`config.mk`:
```
export PLATFORM = sky130hd
export DESIGN_NAME = ws2812b_strip_ctrl
export DESIGN_NICKNAME = d
export VERILOG_FILES = /design/src/rtl/ws2812b_pkg.sv /design/src/rtl/ws2812b_pixel_ram.sv /design/src/rtl/ws2812b_strip_ctrl.sv
export SDC_FILE = /design/constraint.sdc
export NUM_CORES = 1
export LEC_CHECK = 0
export BUFFER_PORTS_ARGS = -buffer_cell sky130_fd_sc_hd__buf_2
export CORE_ASPECT_RATIO = 0.75
export CORE_MARGIN = 3
export CORE_UTILIZATION = 60
export DETAILED_ROUTE_END_ITERATION = 10
export GPL_TIMING_DRIVEN = 0
export PLACE_DENSITY = 0.86
export SLEW_MARGIN = 20
export SYNTH_ARGS = -nofsm -noshare
export SYNTH_HDL_FRONTEND = slang
export SYNTH_SLANG_ARGS = --single-unit
```
`constraint.sdc`:
```
create_clock -name clk -period 2 [get_ports clk]
set_input_delay 0.3 -clock clk [delete_from_list [all_inputs] [get_ports clk]]
set_output_delay 0.3 -clock clk [all_outputs]
set_load 0.05 [all_outputs]
```
`src/rtl/ws2812b_pkg.sv`:
```
// ws2812b_pkg
//   Shared definitions for the WS2812B strip controller: pixel width,
//   default frame sizing, the frame FSM state encoding and small helpers
//   that split a packed pixel into its colour channels.
package ws2812b_pkg;

  localparam int unsigned PIXEL_W              = 24;
  localparam int unsigned NUM_LEDS_DEFAULT     = 8;
  localparam int unsigned LATCH_CYCLES_DEFAULT = 3000;

  typedef enum logic [2:0] {
    ST_IDLE      = 3'd0,
    ST_LOAD      = 3'd1,
    ST_SEND      = 3'd2,
    ST_WAIT_ACK  = 3'd3,
    ST_WAIT_DONE = 3'd4,
    ST_LATCH     = 3'd5,
    ST_DONE      = 3'd6
  } state_e;

  // Pixel layout is {red, green, blue}, 8 bits each.
  function automatic logic [7:0] px_red(input logic [PIXEL_W-1:0] px);
    return px[23:16];
  endfunction

  function automatic logic [7:0] px_green(input logic [PIXEL_W-1:0] px);
    return px[15:8];
  endfunction

  function automatic logic [7:0] px_blue(input logic [PIXEL_W-1:0] px);
    return px[7:0];
  endfunction

endpackage

```
`src/rtl/ws2812b_pixel_ram.sv`:
```
// ws2812b_pixel_ram
//   DEPTH x 24 pixel buffer, one synchronous write port and one registered
//   read port. Writes/reads at addresses >= DEPTH are dropped. The read
//   register samples the array before the same-edge write lands, so a
//   simultaneous write/read of one address returns the old pixel. Only
//   the read register is reset; the array keeps its contents.
// Ports:
//   clk_i, rst_ni       clock, async active-low reset
//   wr_en_i/addr/data   write strobe, 8-bit address, 24-bit pixel
//   rd_en_i/addr        read strobe, 8-bit address
//   rd_data_o           registered read data (holds between reads)
module ws2812b_pixel_ram
  import ws2812b_pkg::*;
#(
  parameter int unsigned DEPTH = NUM_LEDS_DEFAULT
) (
  input  logic               clk_i,
  input  logic               rst_ni,
  input  logic               wr_en_i,
  input  logic [7:0]         wr_addr_i,
  input  logic [PIXEL_W-1:0] wr_data_i,
  input  logic               rd_en_i,
  input  logic [7:0]         rd_addr_i,
  output logic [PIXEL_W-1:0] rd_data_o
);

  localparam int unsigned AW    = (DEPTH > 1) ? $clog2(DEPTH) : 1;
  localparam int unsigned SLOTS = 1 << AW;

  logic [PIXEL_W-1:0] mem_q [SLOTS];
  logic [PIXEL_W-1:0] rd_data_q;
  logic               wr_ok_s;
  logic               rd_ok_s;

  // Out-of-range addresses must never alias onto a valid slot.
  assign wr_ok_s = wr_en_i && ({1'b0, wr_addr_i} < 9'(DEPTH));
  assign rd_ok_s = rd_en_i && ({1'b0, rd_addr_i} < 9'(DEPTH));

  // Pixel array write port (not reset).
  always_ff @(posedge clk_i) begin
    if (wr_ok_s) begin
      mem_q[wr_addr_i[AW-1:0]] <= wr_data_i;
    end
  end

  // Registered read port, holds its value between reads.
  always_ff @(posedge clk_i or negedge rst_ni) begin
    if (!rst_ni) begin
      rd_data_q <= '0;
    end else if (rd_ok_s) begin
      rd_data_q <= mem_q[rd_addr_i[AW-1:0]];
    end
  end

  assign rd_data_o = rd_data_q;

endmodule

```
`src/rtl/ws2812b_strip_ctrl.sv`:
```
// ws2812b_strip_ctrl
//   Frame sequencer for a WS2812B strip. Holds NUM_LEDS pixels and, on
//   i_start, hands them one by one to a downstream bit-serialiser
//   (o_send + colour, handshake via i_px_busy), then holds the line low
//   for LATCH_CYCLES cycles and pulses o_done.
// Ports:
//   clk, rst_n                 50 MHz clock, async active-low reset
//   i_wr_en/i_wr_addr/i_wr_data pixel buffer write (accepted in any state)
//   i_start                    frame request, honoured in IDLE only
//   o_busy, o_done             frame in progress / end-of-frame pulse
//   o_send, o_red/green/blue   pixel strobe and colour to downstream
//   i_px_busy                  downstream busy flag
module ws2812b_strip_ctrl
  import ws2812b_pkg::*;
#(
  parameter int unsigned NUM_LEDS     = NUM_LEDS_DEFAULT,
  parameter int unsigned LATCH_CYCLES = LATCH_CYCLES_DEFAULT
) (
  input  logic               clk,
  input  logic               rst_n,
  input  logic               i_wr_en,
  input  logic [7:0]         i_wr_addr,
  input  logic [PIXEL_W-1:0] i_wr_data,
  input  logic               i_start,
  output logic               o_busy,
  output logic               o_done,
  output logic               o_send,
  output logic [7:0]         o_red,
  output logic [7:0]         o_green,
  output logic [7:0]         o_blue,
  input  logic               i_px_busy
);

  localparam int unsigned          LATCH_W  = $clog2(LATCH_CYCLES + 1);
  localparam logic [7:0]           LAST_IDX = 8'(NUM_LEDS - 1);
  localparam logic [LATCH_W-1:0]   LAT_LAST = LATCH_W'(LATCH_CYCLES - 1);

  state_e               state_q, state_d;
  logic [7:0]           idx_q, idx_d;
  logic [LATCH_W-1:0]   lat_q, lat_d;
  logic                 busy_q, done_q, send_q;
  logic                 rd_en_s;
  logic [PIXEL_W-1:0]   px_s;

  // The RAM read register doubles as the colour output register: it is
  // loaded only in LOAD, so the colour is stable during SEND and holds
  // until the next pixel.
  ws2812b_pixel_ram #(
    .DEPTH (NUM_LEDS)
  ) u_ram (
    .clk_i     (clk),
    .rst_ni    (rst_n),
    .wr_en_i   (i_wr_en),
    .wr_addr_i (i_wr_addr),
    .wr_data_i (i_wr_data),
    .rd_en_i   (rd_en_s),
    .rd_addr_i (idx_q),
    .rd_data_o (px_s)
  );

  // Next-state, pixel index and latch counter logic.
  always_comb begin
    state_d = state_q;
    idx_d   = idx_q;
    lat_d   = lat_q;
    rd_en_s = 1'b0;
    case (state_q)
      ST_IDLE: begin
        if (i_start) begin
          idx_d   = 8'd0;
          state_d = ST_LOAD;
        end else begin
          state_d = ST_IDLE;
        end
      end
      ST_LOAD: begin
        rd_en_s = 1'b1;
        state_d = ST_SEND;
      end
      ST_SEND: begin
        state_d = ST_WAIT_ACK;
      end
      ST_WAIT_ACK: begin
        if (i_px_busy) begin
          state_d = ST_WAIT_DONE;
        end else begin
          state_d = ST_WAIT_ACK;
        end
      end
      ST_WAIT_DONE: begin
        if (!i_px_busy) begin
          if (idx_q == LAST_IDX) begin
            lat_d   = '0;
            state_d = ST_LATCH;
          end else begin
            idx_d   = idx_q + 8'd1;
            state_d = ST_LOAD;
          end
        end else begin
          state_d = ST_WAIT_DONE;
        end
      end
      ST_LATCH: begin
        if (lat_q == LAT_LAST) begin
          lat_d   = '0;
          state_d = ST_DONE;
        end else begin
          lat_d   = lat_q + LATCH_W'(1);
          state_d = ST_LATCH;
        end
      end
      ST_DONE: begin
        state_d = ST_IDLE;
      end
      default: begin
        state_d = ST_IDLE;
      end
    endcase
  end

  // State register; status outputs are registered from the next state so
  // they line up with the state they describe.
  always_ff @(posedge clk or negedge rst_n) begin
    if (!rst_n) begin
      state_q <= ST_IDLE;
      idx_q   <= 8'd0;
      lat_q   <= '0;
      busy_q  <= 1'b0;
      done_q  <= 1'b0;
      send_q  <= 1'b0;
    end else begin
      state_q <= state_d;
      idx_q   <= idx_d;
      lat_q   <= lat_d;
      busy_q  <= (state_d != ST_IDLE) && (state_d != ST_DONE);
      done_q  <= (state_d == ST_DONE);
      send_q  <= (state_d == ST_SEND);
    end
  end

  assign o_busy  = busy_q;
  assign o_done  = done_q;
  assign o_send  = send_q;
  assign o_red   = px_red(px_s);
  assign o_green = px_green(px_s);
  assign o_blue  = px_blue(px_s);

endmodule

```
==> key figures <==
STA
  • Max frequency: just over 500 MHz
  • Final slew viol count: 0
  • Period minus WS final: 1.97 ns
  • Final-report setup violation count: 0
  • Count of final hold-check violations: 0
  • Tcrit/Tclk final: between 90% and 100%
  • RSZ-0062 raised after global routing: yes
  • Hold WS: 0.0705 ns
  • Rel. slew slack: between 40 and 50%
  • Worst Tran Pin Value: roughly 0.8 ns
  • Setup TNS: 0 ns
  • Worst clock skew: 0.00775 ns

Synth
  • Syn Area/Cell: 17.7 um2
  • Synth Area in Simple Gates: 5.86%
  • Number of synthesized flops with an enable pin: ~190
  • Post-synthesis register bit count: 242
  • Ys flop type: edfxtp_1
  • Mux cell area share after synthesis: around 14%
  • Area leader, netlist: edfxtp_1
  • Distinct cells, synth: roughly 50
  • Area share of fa/ha/maj cells after synthesis: less than 1%
  • Area contributors post-synth: edfxtp_1 60%, dfrtp_1 13%, mux4_2 11%
  • Seq/Total Area, Yosys: 73.0%
  • Top post-synthesis cells by count: 192 x edfxtp_1, 50 x dfrtp_1, 48 x mux4_2, 38 x nor2_1, 30 x a21oi_1
  • Count leader, synth: edfxtp_1
  • Post-synthesis compound-gate area fraction: between 5 and 6%
  • Ys Warns: 0
  • Post-synthesis xor/xnor area fraction: 0%
  • Largest family of logic cells by synthesized area: multiplexers
  • Net Count, Synth: 581
  • Synth top area share: 60.0%
  • Synthesized area: around 9600 um2
  • Post-Syn Instances: 542
  • FFs w/ async S/R, synth: between 20% and 30%

Final layout
  • Fin area: between 10000 and 15000 um2
  • Antenna cells: 0
  • Nets: 684
  • Share of layout cells above drive strength 1: roughly 30%
  • Fillers: ~870
  • Synth-to-Final Area Change: 18.2%

Drt
  • DR pass1 iterations: 5
  • Post-route DRC: 0
  • Vias per cell: 6.36
  • Final WL: ~21000 um
  • Vias: approximately 5500
  • WL/cell: 24.1 um
  • DR iter-0 viols: 602
  • Final antenna-violating net count: 0

Clocking
  • Sink Count: 242
  • CTS tree: built
  • Clk slew on worst S/H paths: approximately 0.06 ns
  • Worst-Skew Late Latency: 0.50 ns
  • CTS Buf Count: 23
  • Clock Root Buffer: clkbuf_16
  • H-tree lvl count: 1
  • Clock Tree Buf Depth: 3

Pwr
  • Sw frac: approximately a third
  • PD cells: approximately 1300 nW/um2
  • Sw power: 4960 uW
  • P_leak: approximately 0.0040 uW
  • Int Power: 10200 uW
  • Peak VDD IR: roughly 0.00087 V
  • Seq pwr share: 41.6%
  • Combinational fraction of design power: a little under 30%
  • Power consumption: 15200 uW
  • Clock network fraction of design power: around 29%

Worst setup path
  • Critical path capture point type: register
  • Setup slack, reg-to-reg: about 0.029 ns
  • Start point of the critical path: idx_q[3]
  • CP Class: reg2reg
  • Critical Path RT: 2.38 ns
  • R2r endpoint: idx_q[1]
  • Reg2Reg Depth: 6
  • CP Launch Type: register
  • Reg2reg start: idx_q[3]
  • Setup crit end: idx_q[1]
  • Worst-path fanout max: 9
  • CP Data Arrival Time: 2.35 ns

Flow run
  • MaxCap Viol Count: 0

Die
  • Chip Width: 152 um
  • Row count: 39
  • Die height: roughly 120 um
  • Starting Density: 62.1%
  • Total core area: 15500 um2
  • Die area: 17600 um2
  • I/O Pins: 64

Status
  • Run status: completed

GRT
  • GRT Resource Usage Total: around a quarter
  • Vias in the first global route: 5644
  • Initial antenna violation count: 2
  • Largest net degree at the start of global routing: 51
  • Global-route wire length before repair: approximately 33000 um
  • Grt ovf: 0

Placed design
  • Port bufs: 63
  • RD Place Congestion: 0.869
  • DP Area: 10500 um2
  • Detailed Place HPWL: 13200 um

Hold path
  • Hold Crit Start: i_wr_data[17]
  • Min-delay worst type: in2reg
[critical path, stage by stage (launching register included)]
cell and delay [ns]:
dfrtp_1 0.37, buf_6 0.14, or3_4 0.42, o41ai_4 0.33
buf_4 0.22, nor2_2 0.04, a221o_1 0.33
[cell usage in the layout, fill, tap and decap left out, drive strengths merged, types with 5 or more instances in the layout]
master / count
mux4: 48
mux2i: 26
inv: 5
edfxtp: 192
a21oi: 30
nand4: 7
clkbuf: 53
nand2: 18
o21ai: 14
nor2: 40
nand3: 10
clkinv: 6
nand2b: 6
a31oi: 13
o211ai: 5
dfrtp: 50
buf: 86
[worst min-delay path by stage]
stage / endpoint / slack, ns / cells past startpoint
floorplan: idx_q[0] / 0.004 / 0
global placement: lat_q[11] / 0.47 / 1
detailed placement: o_send / 0.41 / 1
CTS: u_ram.mem_q[5][17] / 0.05 / 1
global route: u_ram.mem_q[6][17] / 0.06 / 1
finish: u_ram.mem_q[6][17] / 0.07 / 1
[power groups by stage]
stage | Combinational, uW | Sequential, uW | Clock [uW]
final | 4420 | 6310 | 4440
after global routing | 4780 | 6370 | 4700
after CTS | 4400 | 6290 | 4490
after detailed placement | 4280 | 6380 | 0
after global placement | 4100 | 6350 | 0
after floorplan | 2310 | 7210 | 0
[layout make-up]
| class | count | area [um2] | share of cell area (%) |
|---|---|---|---|
| Tap cell | 205 | 256 | 2.26 |
| Sequential cell | 242 | 7020 | 61.8 |
| Multi-Input combinational cell | 265 | 2540 | 22.4 |
| Timing Repair Buffer | 78 | 583 | 5.13 |
| Clock inverter | 8 | 111 | 0.980 |
| Clock buffer | 33 | 663 | 5.84 |
| Buffer | 29 | 168 | 1.48 |
| Inverter | 6 | 22.5 | 0.198 |
[metal layers]
metal / share of wire (%) / GRT usage, % / vias to the layer above
met1: 41 / 35.6 / 2794
met3: 8.1 / 4.85 / 49
met5: 0.10 / 0 / -
met2: 49 / 39.2 / 273
li1: - / - / 2390
met4: 2.0 / 5.03 / 4
[registers in the layout (all words and copies together) (netlist names)]
register         count
idx_q                8
lat_q               12
o_busy               1
o_done               1
o_send               1
state_q              3
u_ram.mem_q        192
u_ram.rd_data_o     24
[repair_timing]
| action | 4_1_cts | 5_1_grt |
|---|---|---|
| endpoints found under the setup margin | 33 | 44 |
| pin swaps | 2 | 2 |
| gates resized for setup | 17 | 15 |
| buffers inserted | 1 | 3 |
| hold buffers | 1 | 0 |
| hold endpoints to repair | 50 | 0 |
[cell families (layout without fill, tap and decap cells)]
family / Yosys count / in the layout
buffers and inverters: 35 / 154
adder cells (fa/ha/maj): 2 / 2
AND/OR/NAND/NOR: 110 / 110
multiplexers: 74 / 74
flip-flops: 242 / 242
AO/OA/AOI/OAI: 79 / 79
[metrics by stage]
step / instances / utilization (%) / setup WS [ns]
final: 866 / 73.5 / 0.0287
after global routing: 866 / 73.5 / -0.0362
after CTS: 863 / 73.1 / -0.0106
after detailed placement: 820 / 67.7 / -0.508
after global placement: 810 / 65.9 / -1.40
after floorplan: 542 / - / -0.324
(Power assumes the default switching activity.)
